`src/rtl/game_pkg.sv`:
```
// Shared constants for the game sequencing controller.
// State codes, BCD point values, default timing and a BCD adder.
package game_pkg;

  localparam logic [2:0] ST_IDLE      = 3'd0;
  localparam logic [2:0] ST_READY     = 3'd1;
  localparam logic [2:0] ST_PLAY      = 3'd2;
  localparam logic [2:0] ST_DYING     = 3'd3;
  localparam logic [2:0] ST_GAME_OVER = 3'd4;

  localparam logic [15:0] PTS_DOT   = 16'h0010;
  localparam logic [15:0] PTS_POWER = 16'h0050;
  localparam logic [15:0] PTS_GHOST = 16'h0200;
  localparam logic [15:0] SCORE_MAX = 16'h9999;

  localparam int DEF_TICK_DIV     = 4;
  localparam int DEF_START_LIVES  = 3;
  localparam int DEF_READY_FRAMES = 120;
  localparam int DEF_DYING_FRAMES = 90;

  // 4-digit packed BCD add; bit 16 is the carry out of the top digit
  function automatic logic [16:0] bcd_add(
    input logic [15:0] a,
    input logic [15:0] b
  );
    logic [16:0] r;
    logic [4:0]  d;
    logic        c;
    r = '0;
    c = 1'b0;
    for (int i = 0; i < 4; i++) begin
      d = {1'b0, a[4*i +: 4]} + {1'b0, b[4*i +: 4]} + {4'b0, c};
      if (d > 5'd9) begin
        d = d + 5'd6;
        c = 1'b1;
      end else begin
        c = 1'b0;
      end
      r[4*i +: 4] = d[3:0];
    end
    r[16] = c;
    return r;
  endfunction

endpackage

```
`src/rtl/bcd_score_acc.sv`:
```
// Packed-BCD score accumulator.
// Adds the points of all events in one cycle and saturates at 9999.
module bcd_score_acc
  import game_pkg::*;
(
  input  logic        clk,
  input  logic        rst,
  input  logic        clear,
  input  logic        dot,
  input  logic        power,
  input  logic        ghost,
  input  logic        enable,
  output logic [15:0] score
);

  logic [15:0] add_dot;
  logic [15:0] add_pow;
  logic [15:0] add_gh;
  logic [16:0] sum_dp;
  logic [16:0] sum_pts;
  logic [16:0] sum_all;
  logic        any_evt;

  always_comb begin
    add_dot = dot   ? PTS_DOT   : 16'h0000;
    add_pow = power ? PTS_POWER : 16'h0000;
    add_gh  = ghost ? PTS_GHOST : 16'h0000;
    sum_dp  = bcd_add(add_dot, add_pow);
    sum_pts = bcd_add(sum_dp[15:0], add_gh);
    sum_all = bcd_add(score, sum_pts[15:0]);
    any_evt = dot | power | ghost;
  end

  always_ff @(posedge clk or negedge rst) begin
    if (!rst) begin
      score <= 16'h0000;
    end else if (clear) begin
      score <= 16'h0000;
    end else if (enable && any_evt) begin
      if (sum_all[16] | sum_pts[16] | sum_dp[16])
        score <= SCORE_MAX;
      else
        score <= sum_all[15:0];
    end
  end

endmodule

```
`src/rtl/game_seq_ctrl.sv`:
```
// Game sequencing controller: start/ready/play/dying/game-over flow,
// logic step pacing, lives and BCD score.
module game_seq_ctrl
  import game_pkg::*;
#(
  parameter int TICK_DIV     = DEF_TICK_DIV,
  parameter int START_LIVES  = DEF_START_LIVES,
  parameter int READY_FRAMES = DEF_READY_FRAMES,
  parameter int DYING_FRAMES = DEF_DYING_FRAMES
) (
  input  logic        clk,
  input  logic        rst,
  input  logic        frame_start,
  input  logic        btn_c,
  input  logic        pacman_dead,
  input  logic        dot_eaten,
  input  logic        power_eaten,
  input  logic        ghost_eaten,
  input  logic        level_clear,
  output logic        logic_step,
  output logic        logic_rst_n,
  output logic [2:0]  state,
  output logic [1:0]  lives,
  output logic [15:0] score,
  output logic        show_ready,
  output logic        show_game_over
);

  localparam logic [3:0] TICK_N  = 4'(TICK_DIV);
  localparam logic [1:0] LIVES_N = 2'(START_LIVES);
  localparam logic [7:0] READY_N = 8'(READY_FRAMES);
  localparam logic [7:0] DYING_N = 8'(DYING_FRAMES);

  logic       btn_s1;
  logic       btn_s2;
  logic       btn_s3;
  logic [1:0] warm;
  logic       start_edge;

  logic [2:0] state_nxt;
  logic [7:0] fcnt;
  logic [7:0] fcnt_inc;
  logic [3:0] scnt;
  logic [3:0] scnt_inc;
  logic       in_idle;
  logic       in_ready;
  logic       in_play;
  logic       in_dying;
  logic       in_go;
  logic       do_start;
  logic       step_wrap;

  // warm keeps a button held through reset from looking like a new press
  assign start_edge = btn_s2 & ~btn_s3 & (warm == 2'd3);

  always_ff @(posedge clk or negedge rst) begin
    if (!rst) begin
      btn_s1 <= 1'b0;
      btn_s2 <= 1'b0;
      btn_s3 <= 1'b0;
      warm   <= 2'd0;
    end else begin
      btn_s1 <= btn_c;
      btn_s2 <= btn_s1;
      btn_s3 <= btn_s2;
      if (warm != 2'd3)
        warm <= warm + 2'd1;
    end
  end

  assign in_idle  = (state == ST_IDLE);
  assign in_ready = (state == ST_READY);
  assign in_play  = (state == ST_PLAY);
  assign in_dying = (state == ST_DYING);
  assign in_go    = (state == ST_GAME_OVER);

  always_comb begin
    fcnt_inc  = fcnt + 8'd1;
    scnt_inc  = scnt + 4'd1;
    step_wrap = (scnt_inc == TICK_N);
    do_start  = (in_idle | in_go) & start_edge;
    state_nxt = state;
    case (state)
      ST_IDLE,
      ST_GAME_OVER: begin
        if (start_edge)
          state_nxt = ST_READY;
      end
      ST_READY: begin
        if (frame_start && fcnt_inc == READY_N)
          state_nxt = ST_PLAY;
      end
      ST_PLAY: begin
        if (pacman_dead)
          state_nxt = ST_DYING;
        else if (level_clear)
          state_nxt = ST_READY;
      end
      ST_DYING: begin
        if (frame_start && fcnt_inc == DYING_N)
          state_nxt = (lives == 2'd0) ? ST_GAME_OVER : ST_READY;
      end
      default: state_nxt = ST_IDLE;
    endcase
  end

  always_ff @(posedge clk or negedge rst) begin
    if (!rst) begin
      state          <= ST_IDLE;
      fcnt           <= 8'd0;
      scnt           <= 4'd0;
      lives          <= 2'd0;
      logic_step     <= 1'b0;
      logic_rst_n    <= 1'b0;
      show_ready     <= 1'b0;
      show_game_over <= 1'b0;
    end else begin
      state <= state_nxt;

      if (state_nxt != state)
        fcnt <= 8'd0;
      else if (frame_start && (in_ready | in_dying))
        fcnt <= fcnt_inc;

      if (!in_play)
        scnt <= 4'd0;
      else if (frame_start)
        scnt <= step_wrap ? 4'd0 : scnt_inc;

      if (do_start)
        lives <= LIVES_N;
      else if (in_play && pacman_dead && lives != 2'd0)
        lives <= lives - 2'd1;

      logic_step <= in_play & (state_nxt == ST_PLAY)
                  & frame_start & step_wrap;

      logic_rst_n    <= (state_nxt == ST_PLAY) |
                        (state_nxt == ST_DYING);
      show_ready     <= (state_nxt == ST_READY);
      show_game_over <= (state_nxt == ST_GAME_OVER);
    end
  end

  bcd_score_acc u_score (
    .clk    (clk),
    .rst    (rst),
    .clear  (do_start),
    .dot    (dot_eaten),
    .power  (power_eaten),
    .ghost  (ghost_eaten),
    .enable (in_play),
    .score  (score)
  );

endmodule

```
`config.mk`:
```
export PLATFORM = sky130hd
export DESIGN_NAME = game_seq_ctrl
export DESIGN_NICKNAME = d
export VERILOG_FILES = /design/src/rtl/game_pkg.sv /design/src/rtl/bcd_score_acc.sv /design/src/rtl/game_seq_ctrl.sv
export SDC_FILE = /design/constraint.sdc
export NUM_CORES = 1
export LEC_CHECK = 0
export CAP_MARGIN = 20
export CORE_UTILIZATION = 40
export DETAILED_ROUTE_END_ITERATION = 8
export SYNTH_ARGS = -nofsm -noshare
export SYNTH_HDL_FRONTEND = slang
export SYNTH_SLANG_ARGS = --single-unit
```
`constraint.sdc`:
```
create_clock -name clk -period 5.9 [get_ports clk]
set_input_delay 0.885 -clock clk [delete_from_list [all_inputs] [get_ports clk]]
set_output_delay 0.885 -clock clk [all_outputs]
set_load 0.01 [all_outputs]
```
# After elaboration in Yosys (flattened, before gate mapping)
# Index checks and enable logic that the tools add are counted.
totals:
  wordCells: 148
  mem_bits_ro: 0
  latch_bits: 0
  ramBits: 0
  input_bits: 9
  n_memories: 0
  ff_bits: 42
op_classes:
  addsub: 37
  eq_ne: 15
  n_lt_le_gt_ge: 12
  div_mod_pow: 0
  n_shift: 0
  n_mul: 0
  n_bitwise: 14
  muxes: 44
  reduce_logical: 13
ops:
  columns: ["op", "n"]
  rows:
  - ["> comparator 5 x 4 -> 1 bit (second input constant)", 12]
  - ["2-to-1 mux 4 bit", 15]
  - ["adder 4 x 3 -> 4 bit (second input constant)", 12]
  - ["2-to-1 mux 16 bit", 3]
  - ["adder 4 x 4 -> 5 bit", 9]
  - ["adder 5 x 1 -> 5 bit", 9]
  - ["2-to-1 mux 3 bit", 6]
  - ["== test 8 x 7 -> 1 bit (second input constant)", 2]
  - ["2-to-1 mux 8 bit", 2]
  - ["== test 3 x 2 -> 1 bit (second input constant)", 4]
  - ["2-to-1 mux 1 bit", 12]
  - ["case mux 3 bit (4 select lines)", 1]
  - ["adder 4 x 4 -> 5 bit (both inputs constant)", 2]
  - ["2-to-1 mux 10 bit", 1]
  - ["adder 8 x 1 -> 8 bit (second input constant)", 1]
  - ["nonzero test 2 bit", 4]
  - ["2-to-1 mux 7 bit", 1]
  - ["bitwise OR 1 bit", 7]
  - ["bitwise AND 1 bit", 6]
  - ["== test 3 x 1 -> 1 bit (second input constant)", 2]
  - ["== test 3 bit (second input constant)", 2]
  - ["logical AND 1 bit", 6]
  - ["adder 4 x 4 -> 5 bit (second input constant)", 1]
  - ["2-to-1 mux 5 bit", 1]
  - ["other kinds (12)", 14]

# Logic depth before layout (Yosys ltp)
depth:
  depth_word: 26
  depth_mapped: 26
  depth_no_buf: 26

# By module
# A second synthesis with hierarchy kept.
unflattened:
  cells_unflattened: 293
  area_unflattened_um2: 2832.7
modules_own_cells:
  columns: ["mod", "instances", "cells_each", "seq_area_each_um2", "area_each_um2"]
  rows:
  - ["game_seq_ctrl", 1, 153, 650.6, 1516.5]
  - ["bcd_score_acc", 1, 140, 400.4, 1316.3]

# Worst setup path before layout
# OpenSTA, ideal clock, no wires.
synth_timing:
  path_type: "input to register"
  startpoint: "input dot_eaten"
  endpoint: "register u_score.score[1]"
  required_time_ns: 5.782
  arrival_time_ns: 5.512
  cell_stages: 22
  path_buffers: 1
  path_slack_ns: 0.270
  path_cell_list: "inv_1 ha_1 fa_1 fa_1 clkbuf_1 a21oi_1 o211a_1 inv_1 ha_1 inv_1 fa_1 a21boi_0 a2bb2oi_1 inv_1 ha_1 ha_1 or2_2 a21oi_1 o21ai_0 o22ai_2 nor3_1 a21o_1"
synth_between:
  elab_chain_cells: 24
  elab_cells_between_ends: 56
  cone_classes: "22 x add/sub; 9 x order compare; 19 x mux; 4 x bitwise; 2 x reduce/logical"
synth_rtl:
  columns: ["item", "line_no", "text"]
  rows:
  - ["start: declaration", "game_seq_ctrl.sv:16", "input logic dot_eaten,"]
  - ["2-to-1 mux 5 bit", "bcd_score_acc.sv:25", "add_dot = dot ? PTS_DOT : 16'h0000;"]
  - ["adder 4 x 4 -> 5 bit", "game_pkg.sv:32", "d = {1'b0, a[4*i +: 4]} + {1'b0, b[4*i +: 4]} + {4'b0, c};"]
  - ["adder 5 x 1 -> 5 bit", "game_pkg.sv:32", null]
  - ["> comparator 5 x 4 -> 1 bit or adder 4 x 3 -> 4 bit (tied branches)", "game_pkg.sv:33, game_pkg.sv:34", null]
  - ["2-to-1 mux 1 bit or 2-to-1 mux 4 bit (tied branches)", "game_pkg.sv:33", "if (d > 5'd9) begin"]
  - ["adder 5 x 1 -> 5 bit or adder 4 x 4 -> 5 bit (tied branches)", "game_pkg.sv:32", null]
  - ["> comparator 5 x 4 -> 1 bit (tied with other cells)", "game_pkg.sv:33", null]
  - ["2-to-1 mux 1 bit (tied with other cells)", "game_pkg.sv:33", null]
  - ["[7 not listed]", null, null]
  - ["adder 4 x 4 -> 5 bit or 2-to-1 mux 1 bit (tied branches)", "game_pkg.sv:32, game_pkg.sv:33", null]
  - ["adder 5 x 1 -> 5 bit", "game_pkg.sv:32", null]
  - ["> comparator 5 x 4 -> 1 bit", "game_pkg.sv:33", null]
  - ["2-to-1 mux 1 bit", "game_pkg.sv:33", null]
  - ["bitwise OR 1 bit (2 in a row)", "bcd_score_acc.sv:40", "if (sum_all[16] | sum_pts[16] | sum_dp[16])"]
  - ["2-to-1 mux 16 bit", "bcd_score_acc.sv:40", null]
  - ["2-to-1 mux 16 bit", "bcd_score_acc.sv:39", "end else if (enable && any_evt) begin"]
  - ["2-to-1 mux 16 bit", "bcd_score_acc.sv:37", "end else if (clear) begin"]
  - ["end signal: assignment", "bcd_score_acc.sv:43", "score <= sum_all[15:0];"]
  - ["end: declaration", "bcd_score_acc.sv:13", "output logic [15:0] score"]
# Several ways; a longest one is shown, not always the timed one. The select of a mux whose other input is x is not followed.
# A chain may end at the register's enable or synchronous reset.

# Final worst setup path
layout_timing:
  startpoint: "input power_eaten"
  endpoint: "register u_score.score[10]"
layout_between:
  elab_chain_cells: 24
  elab_cells_between_ends: 58
  cone_classes: "23 x add/sub; 9 x order compare; 20 x mux; 4 x bitwise; 2 x reduce/logical"
layout_rtl:
  columns: ["item", "line_no", "text"]
  rows:
  - ["start: declaration", "game_seq_ctrl.sv:17", "input logic power_eaten,"]
  - ["2-to-1 mux 7 bit", "bcd_score_acc.sv:26", "add_pow = power ? PTS_POWER : 16'h0000;"]
  - ["adder 4 x 4 -> 5 bit", "game_pkg.sv:32", null]
  - ["adder 5 x 1 -> 5 bit", "game_pkg.sv:32", null]
  - ["> comparator 5 x 4 -> 1 bit or adder 4 x 3 -> 4 bit (tied branches)", "game_pkg.sv:33, game_pkg.sv:34", null]
  - ["2-to-1 mux 1 bit or 2-to-1 mux 4 bit (tied branches)", "game_pkg.sv:33", null]
  - ["adder 5 x 1 -> 5 bit or adder 4 x 4 -> 5 bit (tied branches)", "game_pkg.sv:32", null]
  - ["> comparator 5 x 4 -> 1 bit (tied with other cells)", "game_pkg.sv:33", null]
  - ["2-to-1 mux 1 bit (tied with other cells)", "game_pkg.sv:33", null]
  - ["[7 not listed]", null, null]
  - ["adder 4 x 4 -> 5 bit or 2-to-1 mux 1 bit (tied branches)", "game_pkg.sv:32, game_pkg.sv:33", null]
  - ["adder 5 x 1 -> 5 bit", "game_pkg.sv:32", null]
  - ["> comparator 5 x 4 -> 1 bit", "game_pkg.sv:33", null]
  - ["2-to-1 mux 1 bit", "game_pkg.sv:33", null]
  - ["bitwise OR 1 bit (2 in a row)", "bcd_score_acc.sv:40", null]
  - ["2-to-1 mux 16 bit", "bcd_score_acc.sv:40", null]
  - ["2-to-1 mux 16 bit", "bcd_score_acc.sv:39", null]
  - ["2-to-1 mux 16 bit", "bcd_score_acc.sv:37", null]
# Several ways; a longest one is shown, not always the timed one. The select of a mux whose other input is x is not followed.

==> run summary <==
Status -> finished, final reports clean
Delay-heaviest family, CP -> adder cells
Util after Layout -> 0.514
Final #Nets -> 361
Critical path depth in cells -> 22
Fillers -> 625
Clk_skew -> 0.00388 ns
Worst slew margin -> 0.375
CTS tree -> built
Cts bufs inserted -> 5
Most used DFF post-synth -> dfrtp_1
Antenna Nets Post-Route -> 0
Routability cong. -> 0.810
CTS clock-pin slew for the worst setup and hold paths -> 0.08 ns
Final Max Tran Viols -> 0
Drt pass-1 iters -> 6
Clk sinks -> 42
DR vias/cell -> 5.40
Hold-fix buffers, CTS -> 0
Maxcap violations -> 0
WS Path Type -> in -> reg
Layout cell share with drive strength beyond 1 -> 0.116
Register area share after synthesis -> 0.384
Port-buffer cells -> 33
Placed insts -> 399
Number of remaining DRC errors -> 0
CP max stage cell -> clkdlybuf4s50_1
Fmax -> 0.181 GHz
Core Rows -> 29
Total track usage -> 0.170
Synth Net Count -> 317
Post_cts resized -> 0
# IOs -> 34
Post-detail-place hpwl -> 4.37 mm
Vias post-DR -> 2191
CP max stage delay -> 0.51 ns
RSZ-0062 raised after global routing -> no
Die Area -> 7170 um^2
Post-synth ARST share -> 1.00
Syn_area_per_cell -> 9.59 um^2
Mapped Area -> 2730 um^2
Post-Layout Cell Count -> 406
Hold Path Class -> reg -> reg
Gr ovfl total -> 0
Clock Tree Buf Depth -> 2
Synthesized instance count -> 285
Post-synth cell types -> 57
Final setup viols -> 0
Wirelength per Cell -> 14.2 um
Antenna Cells -> 0
Die H -> 84.7 um
Post-synth EDFFs -> 0
Die width -> 84.7 um
1st-iter DRT viols -> 59
CP Buf/Inv Count -> 5
Effective utilization at floorplan -> 0.423
Min-Delay Path Depth -> 0
Worst Setup Start Kind -> input pin
H-tree Lvls -> 2
Multi-input gate area -> 1570 um^2
Worst R2R Path Depth -> 25
Initial antenna violation count -> 0
CP Capture Type -> flip-flop
Fin. Hold Viols -> 0
Synthesis-to-finish area growth -> 21.5%
Wirelength, routed -> 5.76 mm
Yosys reg bits -> 42
Setup Fix Bufs, Post-CTS -> 0
Req. time, crit path -> 6.14 ns
Pin count of the biggest net entering global routing -> 43
Clk Latency, worst-skew pair -> 0.29 ns
Reg area -> 1050 um^2
Lkg Pwr -> 1.53 nW
Vias in the first global route -> 2127
Min Tclk post-route -> 5.54 ns
Most frequent cells in the layout -> dfrtp_1, clkdlybuf4s50_1, nor2_1
Critical path fanouts, max -> 6
Commonest non-fill, non-tap cell in the layout -> dfrtp_1
Cell Pwr Density -> 262 nW/um^2
Core box area -> 6460 um^2
Slew at the pin closest to its max-slew limit -> 0.938 ns
Worst IR Drop VDD -> 0.000141 V
Fin crit share -> 0.938
Worst-path cell chain -> clkdlybuf4s50_1 -> inv_1 -> ha_1 -> fa_1 -> fa_1 -> a21oi_1 -> o211a_1 -> inv_1 -> ha_1 -> inv_1 -> fa_1 -> a21boi_1 -> a2bb2oi_2 -> inv_1 -> ha_1 -> ha_1 -> or2_2 -> a21oi_1 -> nor2_2 -> nor2_2 -> a31o_2 -> a22o_1
Global-route wire length before repair -> 9.80 mm
Root Driver -> clkbuf_8
YS warnings -> 0
Tot Pwr -> 0.869 mW
Crit path DAT -> 5.77 ns
[per-stage QoR]
step	instance area (um^2)	setup WS (ns)	hold WS, ns	TNS [ns]
after floorplan	2730	0.270	0.331	0
after global placement	3200	0.0691	0.346	0
after detailed placement	3200	-0.0748	0.346	-0.202
after CTS	3320	0.246	0.366	0
after global routing	3320	0.0193	0.368	0
final	3320	0.364	0.363	0
[cell type report]
type / count / share of cell area
clock buffers: 6 / 0.0249
inverters: 20 / 0.0226
clock inverters: 1 / 0.00904
repair buffers: 45 / 0.125
flip-flops and latches: 42 / 0.316
multi-input cells: 215 / 0.473
well taps: 77 / 0.0290
[registers in the layout, indices dropped and copies added (netlist names), 2 cells and up]
signal	cells
lives	2
warm	2
u_score.score	16
fcnt	8
state	3
scnt	4
[power by group]
group,switching (mW),internal [mW]
registers,0.0602,0.322
logic,0.128,0.123
clock network,0.101,0.136
[routing by layer]
metal	wire, um	GRT usage	up-vias
met4	61	0.0478	0
met5	0	0	-
met3	185	0.0344	5
met2	2890	0.299	38
li1	-	-	1094
met1	2620	0.212	1054
[cells by family (layout without fill, tap and decap cells)]
family,Yosys count,count (layout),synth area share
muxes,5,5,0.0188
buffers and inverters,28,72,0.0430
AOI/OAI and AO/OA,67,67,0.181
DFF,42,42,0.384
and+or+nand+nor,99,99,0.189
xor gates and xnor gates,21,21,0.0700
adders and majority gates,23,23,0.114
[Yosys cell counts, drive strengths merged (3+ instances only)]
master    n  area share
and2b     3      0.0082
o21ai    12       0.023
or2       3      0.0078
xor2      8       0.026
nand3b    3      0.0082
a2bb2oi   3      0.0096
nor3     12       0.022
nand2b    5       0.011
a22o      6       0.019
clkbuf    4      0.0055
ha       20       0.092
a21oi    19       0.036
nand4     5       0.011
inv      20       0.027
nor2     26       0.038
a21o      5       0.014
nand3     8       0.015
fa        3       0.022
o22ai     3      0.0092
o211ai    3       0.013
nand2    19       0.027
buf       4       0.010
dfrtp    42        0.38
mux2i     4       0.015
xnor2    13       0.044
a31oi     3      0.0092
[worst paths after layout]
path                                                    from  slack [ns]                            end
worst max-delay path                             power_eaten        0.36  u_score.score[10]$_DFFE_PN0P_
max in group asynchronous                                rst        4.59            fcnt[2]$_DFFE_PN0P_
worst min register to register              btn_s1$_DFF_PN0_        0.36               btn_s2$_DFF_PN0_
worst max register to register  u_score.score[1]$_DFFE_PN0P_        0.60  u_score.score[10]$_DFFE_PN0P_
min in group asynchronous                                rst        0.73           lives[1]$_DFFE_PN0P_
worst min-delay path                        btn_s1$_DFF_PN0_        0.36               btn_s2$_DFF_PN0_
[worst register-to-register path, delay by kind of cell, from the launching register on]
| family | cells | cell delay (ns) |
|---|---|---|
| flops | 1 | 0.41 |
| simple gates | 3 | 0.62 |
| buf+inv | 5 | 0.32 |
| compound gates | 9 | 1.44 |
| fa+ha+maj | 8 | 2.43 |
No activity file was read; power rests on OpenSTA's default activity.
